[src/rtl/fifo_arb_pkg.sv]
// Shared types and helpers for the FIFO write-port arbiter.
// Optional feature: FIFO_ARB_BURST_EN enables grant locking for bursts.
package fifo_arb_pkg;

  typedef enum logic {
    ST_ARB  = 1'b0,
    ST_LOCK = 1'b1
  } arb_state_e;

  function automatic int idx_w(input int n);
    return (n < 2) ? 1 : $clog2(n);
  endfunction

endpackage

`define FIFO_ARB_SLICE(bus, i, w) bus[(i)*(w) +: (w)]

[src/rtl/rr_pick.sv]
// Round-robin pick: first valid requester at or after ptr_i.
// Double-width rotate followed by a priority encoder.
module rr_pick
  import fifo_arb_pkg::*;
#(
  parameter int N  = 4,
  parameter int IW = idx_w(N)
) (
  input  logic [N-1:0]  req_i,
  input  logic [IW-1:0] ptr_i,
  output logic          any_o,
  output logic [IW-1:0] idx_o
);

  localparam logic [IW:0] NR = (IW+1)'(N);

  logic [N-1:0]  rot;
  logic [IW-1:0] off;
  logic [IW:0]   sum;
  logic          found;

  // rotate so ptr_i lands at bit 0, then take the lowest set bit
  always_comb begin
    rot   = N'({req_i, req_i} >> ptr_i);
    off   = '0;
    found = 1'b0;
    for (int i = 0; i < N; i++) begin
      if (!found && rot[i]) begin
        off   = i[IW-1:0];
        found = 1'b1;
      end
    end
    sum = {1'b0, ptr_i} + {1'b0, off};
    if (sum >= NR) sum = sum - NR;
    any_o = found;
    idx_o = sum[IW-1:0];
  end

endmodule

[src/rtl/fifo_wr_arbiter.sv]
// Round-robin arbiter sharing one FIFO write port, zero-latency.
// Define FIFO_ARB_BURST_EN to lock a grant for up to MAX_BURST beats.
module fifo_wr_arbiter
  import fifo_arb_pkg::*;
#(
  parameter  int NUM_REQ   = 4,
  parameter  int WIDTH     = 32,
  parameter  int MAX_BURST = 4,
  localparam int IW        = idx_w(NUM_REQ)
) (
  input  logic                     clk,
  input  logic                     rst_n,
  input  logic [NUM_REQ-1:0]       req_valid,
  input  logic [NUM_REQ*WIDTH-1:0] req_data,
  output logic [NUM_REQ-1:0]       req_ready,
  input  logic                     fifo_full,
  output logic                     fifo_wr_en,
  output logic [WIDTH-1:0]         fifo_data,
  output logic                     grant_valid,
  output logic [IW-1:0]            grant_id
);

  if (NUM_REQ < 2 || MAX_BURST < 1) begin : g_bad_cfg
    $error("fifo_wr_arbiter: NUM_REQ must be >=2, MAX_BURST >=1");
  end

  function automatic logic [IW-1:0] nxt(input logic [IW-1:0] g);
    return (g == IW'(NUM_REQ-1)) ? '0 : g + 1'b1;
  endfunction

  logic [IW-1:0] rr_ptr_q, rr_ptr_d;
  logic          pick_any;
  logic [IW-1:0] pick_idx;
  logic          gv;
  logic [IW-1:0] gid;
  logic          accept;

  rr_pick #(.N(NUM_REQ)) u_pick (
    .req_i (req_valid),
    .ptr_i (rr_ptr_q),
    .any_o (pick_any),
    .idx_o (pick_idx)
  );

`ifdef FIFO_ARB_BURST_EN
  localparam int CW = $clog2(MAX_BURST+1);

  arb_state_e    state_q, state_d;
  logic [IW-1:0] owner_q, owner_d;
  logic [CW-1:0] cnt_q, cnt_d;

  // locked owner overrides the round-robin pick
  always_comb begin
    gid = pick_idx;
    gv  = pick_any;
    if (state_q == ST_LOCK) begin
      gid = owner_q;
      gv  = 1'b1;
    end
  end
`else
  assign gid = pick_idx;
  assign gv  = pick_any;
`endif

  assign accept = rst_n & gv & req_valid[gid] & ~fifo_full;

  // output muxing; everything forced quiet while in reset
  always_comb begin
    req_ready = '0;
    if (accept) req_ready[gid] = 1'b1;
    fifo_wr_en  = accept;
    grant_valid = rst_n & gv;
    grant_id    = rst_n ? gid : '0;
    fifo_data   = '0;
    if (rst_n && gv) fifo_data = `FIFO_ARB_SLICE(req_data, gid, WIDTH);
  end

`ifdef FIFO_ARB_BURST_EN
  // burst FSM: lock on first beat, release on count or owner drop
  always_comb begin
    state_d  = state_q;
    owner_d  = owner_q;
    cnt_d    = cnt_q;
    rr_ptr_d = rr_ptr_q;
    unique case (state_q)
      ST_ARB: begin
        if (accept) begin
          owner_d = gid;
          cnt_d   = CW'(1);
          if (MAX_BURST > 1) state_d = ST_LOCK;
          else rr_ptr_d = nxt(gid);
        end
      end
      ST_LOCK: begin
        if (!fifo_full) begin
          if (req_valid[owner_q]) begin
            cnt_d = cnt_q + 1'b1;
            if (cnt_d == CW'(MAX_BURST)) begin
              state_d  = ST_ARB;
              rr_ptr_d = nxt(owner_q);
              cnt_d    = '0;
            end
          end else begin
            state_d  = ST_ARB;
            rr_ptr_d = nxt(owner_q);
            cnt_d    = '0;
          end
        end
      end
    endcase
  end

  // state, owner, beat count and pointer registers
  always_ff @(posedge clk) begin
    if (!rst_n) begin
      state_q  <= ST_ARB;
      owner_q  <= '0;
      cnt_q    <= '0;
      rr_ptr_q <= '0;
    end else begin
      state_q  <= state_d;
      owner_q  <= owner_d;
      cnt_q    <= cnt_d;
      rr_ptr_q <= rr_ptr_d;
    end
  end
`else
  // every accepted beat moves the pointer past the winner
  always_comb begin
    rr_ptr_d = rr_ptr_q;
    if (accept) rr_ptr_d = nxt(gid);
  end

  // round-robin pointer register
  always_ff @(posedge clk) begin
    if (!rst_n) rr_ptr_q <= '0;
    else        rr_ptr_q <= rr_ptr_d;
  end
`endif

endmodule

[config.mk]
export PLATFORM = sky130hd
export DESIGN_NAME = fifo_wr_arbiter
export DESIGN_NICKNAME = d
export VERILOG_FILES = /design/src/rtl/fifo_arb_pkg.sv /design/src/rtl/rr_pick.sv /design/src/rtl/fifo_wr_arbiter.sv
export SDC_FILE = /design/constraint.sdc
export NUM_CORES = 1
export LEC_CHECK = 0
export BUFFER_PORTS_ARGS = -buffer_cell sky130_fd_sc_hd__buf_2
export CAP_MARGIN = 0
export CELL_PAD_IN_SITES_DETAIL_PLACEMENT = 0
export CELL_PAD_IN_SITES_GLOBAL_PLACEMENT = 2
export CORE_ASPECT_RATIO = 0.6
export CORE_MARGIN = 2
export CORE_UTILIZATION = 18
export DETAILED_ROUTE_END_ITERATION = 10
export GPL_TIMING_DRIVEN = 0
export MAX_ROUTING_LAYER = met4
export PLACE_DENSITY = 0.95
export SYNTH_ARGS = -nofsm -noshare
export SYNTH_HDL_FRONTEND = slang
export SYNTH_SLANG_ARGS = --single-unit
[constraint.sdc]
create_clock -name clk -period 4.15 [get_ports clk]
set_input_delay 0.2075 -clock clk [delete_from_list [all_inputs] [get_ports clk]]
set_output_delay 0.2075 -clock clk [all_outputs]
set_load 0.01 [all_outputs]
# Word-level counts from Yosys, hierarchy flattened
# Index checks and enable logic that the tools add are counted.
classes:
  shift: 2
  reduce_logical: 8
  n_bitwise: 4
  n_mux: 16
  n_eq_ne: 1
  n_lt_le_gt_ge: 3
  n_addsub: 3
op_table:
  columns: ["cell", "count"]
  rows:
  - ["variable part select 128 x 8 -> 32 bit", 1]
  - ["2-to-1 mux 32 bit", 1]
  - ["2-to-1 mux 2 bit", 5]
  - [">> shifter 8 x 2 -> 4 bit", 1]
  - ["2-to-1 mux 1 bit", 7]
  - ["logical AND 1 bit", 5]
  - ["2-to-1 mux 4 bit", 1]
  - ["adder 2 x 2 -> 3 bit", 1]
  - ["bitwise AND 1 bit", 3]
  - ["greater-or-equal comparator 3 bit (second input constant)", 1]
  - ["zero test 1 bit", 3]
  - ["less-than comparator 2 x 3 -> 1 bit (second input constant)", 1]
  - ["adder 2 x 1 -> 2 bit (second input constant)", 1]
  - ["binary-select mux 1 bit (select 2 bit)", 1]
  - ["demux 1 bit (select 2 bit)", 1]
  - ["equality test 2 bit (second input constant)", 1]
  - ["greater-or-equal comparator 2 x 1 -> 1 bit (second input constant)", 1]
  - ["subtractor 2 x 1 -> 2 bit (second input constant)", 1]
  - ["inverter 1 bit", 1]
word_totals:
  wordCells: 38
  register_bits: 2

# Longest topological paths before layout
depth:
  depth_word: 19
  depth_mapped: 13
  ltp_nobuf: 12

# Cells and area by module
# A second synthesis with hierarchy kept.
hier_totals:
  cells_unflattened: 128
  area_unflattened_um2: 1392.6
by_module_without_submodules:
  columns: ["module", "seq_area_each_um2", "area_each_um2", "n_inst", "cells_each"]
  rows:
  - ["fifo_wr_arbiter", 40.0, 1201.2, 1, 100]
  - ["rr_pick", 0.0, 191.4, 1, 28]

# Least setup slack after synthesis
# Ideal clock, no wire load.
synth_path:
  path_type: "reg-to-output"
  start: "register rr_ptr_q[0]"
  end: "output port fifo_data[22]"
  n_path_buf: 2
  path_slack_ps: 1266
  stages_incl_launch_ff: 10
  t_required_ps: 3943
  arrival_time_ps: 2677
  path_cell_list: "dfxtp_1 clkbuf_1 and3b_2 o21ai_0 o2111ai_1 ha_1 inv_2 buf_1 mux4_1 and2_1"
synth_between:
  elab_chain_len: 16
synth_lines:
  columns: ["element", "line_no", "rtl"]
  rows:
  - ["start, declared", "fifo_wr_arbiter.sv:31", "logic [IW-1:0] rr_ptr_q, rr_ptr_d;"]
  - ["start signal, assigned", "fifo_wr_arbiter.sv:138", "else rr_ptr_q <= rr_ptr_d;"]
  - [">> shifter 8 x 2 -> 4 bit", "rr_pick.sv:24", "rot = N'({req_i, req_i} >> ptr_i);"]
  - ["2-to-1 mux 1 bit", "rr_pick.sv:28", "if (!found && rot[i]) begin"]
  - ["zero test 1 bit", "rr_pick.sv:28", null]
  - ["logical AND 1 bit", "rr_pick.sv:28", null]
  - ["2-to-1 mux 1 bit", "rr_pick.sv:28", null]
  - ["zero test 1 bit", "rr_pick.sv:28", null]
  - ["logical AND 1 bit", "rr_pick.sv:28", null]
  - ["2-to-1 mux 1 bit", "rr_pick.sv:28", null]
  - ["zero test 1 bit", "rr_pick.sv:28", null]
  - ["logical AND 1 bit", "rr_pick.sv:28", null]
  - ["2-to-1 mux 2 bit", "rr_pick.sv:28", null]
  - ["adder 2 x 2 -> 3 bit", "rr_pick.sv:33", "sum = {1'b0, ptr_i} + {1'b0, off};"]
  - ["greater-or-equal comparator 3 bit or subtractor 2 x 1 -> 2 bit (tied branches)", "rr_pick.sv:34", "if (sum >= NR) sum = sum - NR;"]
  - ["2-to-1 mux 2 bit", "rr_pick.sv:34", null]
  - ["variable part select 128 x 8 -> 32 bit (no source line)", null, null]
  - ["2-to-1 mux 32 bit *", "fifo_wr_arbiter.sv:76", "if (rst_n && gv) fifo_data = `FIFO_ARB_SLICE(req_data, gid, WIDTH);"]
  - ["end, declared", "fifo_wr_arbiter.sv:18", "output logic [WIDTH-1:0] fifo_data,"]
# Mark *: on every way between the ends. The rest lies on a longest branch, timed or not.

# Worst setup path in the final report
layout_path:
  start: "register rr_ptr_q[0]"
  end: "output port fifo_data[8]"
# Same word-level chain as after synthesis.

==> reports/metrics.yaml <==
p_per_area_nw_per_um2: 482
drt_iter0_drc: 12
yosys.area.top_type_share: 0.490
synthCells: 130
syn_nets: 270
dieArea_um2: 9110
std_cell_rows: 25
numCtsBuffers: 3
reg.largest.list: "rr_ptr_q: 2 flops"
area_growth_pct: 72.0
p_seq_frac: 0.023
routedWlPerCell_um: 14.5
avgSynthCellArea_um2: 11.5
syn_area_um2: 1500
drive_gt1_frac: 0.629
fin_total_pwr_mw: 1.24
finalCritPeriodShare: 0.892
endpoint_kind: "output port"
power_leakage_nw: 1.42
clock_skew_ns: 0.00236
fp.coreArea_um2: 7980
fin_crit_ns: 3.70
final_max_slew_viol_count: 0
path_clk_slew_ns: 0.03
hold_viol_final: 0
insertion_delay_ns: 0.22
crit_type: "reg2out"
largest_reg_flops: 2
vdd_drop_max_mv: 0.377
maxCapViolations: 0
drtAntennaViolNets: 0
drt-total-wl_um: 6000
synth.ff_latch_count: 2
synth.distinct_cells: 32
regMostFlops: "rr_ptr_q"
netlist_top_cells_area: "mux4_1, and2_1, mux4_2, ha_1, dfxtp_1"
final_common_cell: "buf_2"
grt_pass1_wl_um: 8670
yosys_warnings: 0
fmax_mhz: 270
yosysTopAreaCell: "mux4_1"
status: "finished clean"
cts_resized: 0
place.gp.congestion: 0.757
setup_viol_count_final: 0
ys_seq_area_frac: 0.0267
cts_sinks: 2
root_buffer: "clkbuf_16"
firstDrtPassIters: 4
viasPerCell: 4.45
final_cells: 415
slew_headroom: 0.509
start_kind: "flip-flop"
grt_pass1_vias: 1776
io_pins: 175
placed_cells: 412
layout_common_cells: "buf_2, and2_1, mux4_1"
die_w_um: 122
via_count: 1847
htree_levels: 1
cts_tree: "yes"
diodes: 0
cts_hold_buf: 0
start_util: 0.188
grt_max_degree: 12
fin_nets: 449
clockBufferDepth: 2
p_comb_frac: 0.862
overflow: 0
p_int_mw: 0.741
fp.dieH_um: 74.7
r2r_slack_ns: 1.34
drcViolationCount: 0
crit_fanout: 10
antenna_found_initial: 0
fin_setup_tns_ns: 0
dpl.hpwl_um: 5140
portBuffers: 174
p_sw_mw: 0.504
sw_frac_of_total: 0.405
worst_pin_slew_ns: 0.736
timing.hold.ws_ns: 0.301
min_path_type: "in2reg"
worstPathRequired_ns: 3.94
clock_power_share: 0.115
cts_setup_buffers: 0
grt.total_usage: 0.125
critPathArrivalTime_ns: 3.50
rsz0062_at_grt: "false"
final_core_util: 0.324
-- power groups by stage --
stage	Combinational (mW)	Sequential (mW)	Clock (mW)
2_1_floorplan	0.775	0.0279	0
5_1_grt	1.18	0.0292	0.151
3_5_place_dp	1.10	0.0286	0
6_report	1.07	0.0283	0.143
4_1_cts	1.10	0.0283	0.146
3_3_place_gp	1.08	0.0283	0
-- metrics by stage --
stage | worst slack, ns | cell area, um2
detailed placement | 0.625 | 2510
global placement | 0.707 | 2510
finish | 0.447 | 2580
floorplan | 1.27 | 1500
CTS | 0.402 | 2580
global route | 0.162 | 2580
-- synth_stat cells --
cell / instances
a21oi_1: 1
a21oi_2: 1
o2111ai_1: 2
nand3_2: 1
or2_2: 2
nor2_4: 1
and3b_2: 1
and2_1: 38
o21bai_1: 1
mux2i_1: 3
or3_1: 3
inv_2: 2
mux4_1: 28
mux4_2: 4
nor3b_1: 1
nor3_1: 1
nand3_1: 1
a31oi_1: 1
ha_1: 5
nor2_1: 6
and3_4: 1
dfxtp_1: 2
o31ai_1: 1
o31a_1: 1
o21ai_0: 2
buf_6: 3
nand2_1: 2
buf_1: 1
clkbuf_1: 7
nor4b_1: 2
inv_1: 4
xor2_1: 1
-- worst paths after layout --
kind                    start            to  cells after the start
setup reg to reg  rr_ptr_q[0]   rr_ptr_q[0]                     13
setup / recovery  rr_ptr_q[0]  fifo_data[8]                     10
hold reg to reg   rr_ptr_q[1]   rr_ptr_q[1]                      3
hold / removal          rst_n   rr_ptr_q[0]                      3
-- worst max-delay path, cell delays in order, from the launching register on --
cell,delay [ns]
dfxtp_1,0.34
clkbuf_1,0.33
nor3b_1,0.09
o21ai_0,0.18
o2111ai_1,0.14
ha_1,0.43
inv_2,0.19
clkbuf_1,0.57
mux4_1,0.66
and2_1,0.19
buf_2,0.14
-- routing by layer --
layer / GRT usage / share of wire / routed length, um
met5: - / 0 / 0
met4: 0.00766 / 0 / 0
met3: 0.0250 / 0.097 / 583
met1: 0.153 / 0.43 / 2560
met2: 0.227 / 0.48 / 2860
-- logic make-up after synthesis --
family                     Yosys count  synth area share
DFF                                  2            0.0267
buffers and inverters               17            0.0575
muxes                               35             0.570
xor gates and xnor gates             1           0.00583
AOI/OAI and AO/OA                   10            0.0475
adders and majority gates            5            0.0417
and+or+nand+nor                     60             0.251
-- area by class of cell --
cell class                 count  area, um2
sequential                     2       40.0
multi-input combinational    111       1380
timing repair buffer         174        871
fill                         834       5390
buffer                        11       63.8
tap                          108        135
inverter                       6       22.5
clock buffer                   3       75.1
No activity file was read; power rests on OpenSTA's default activity.
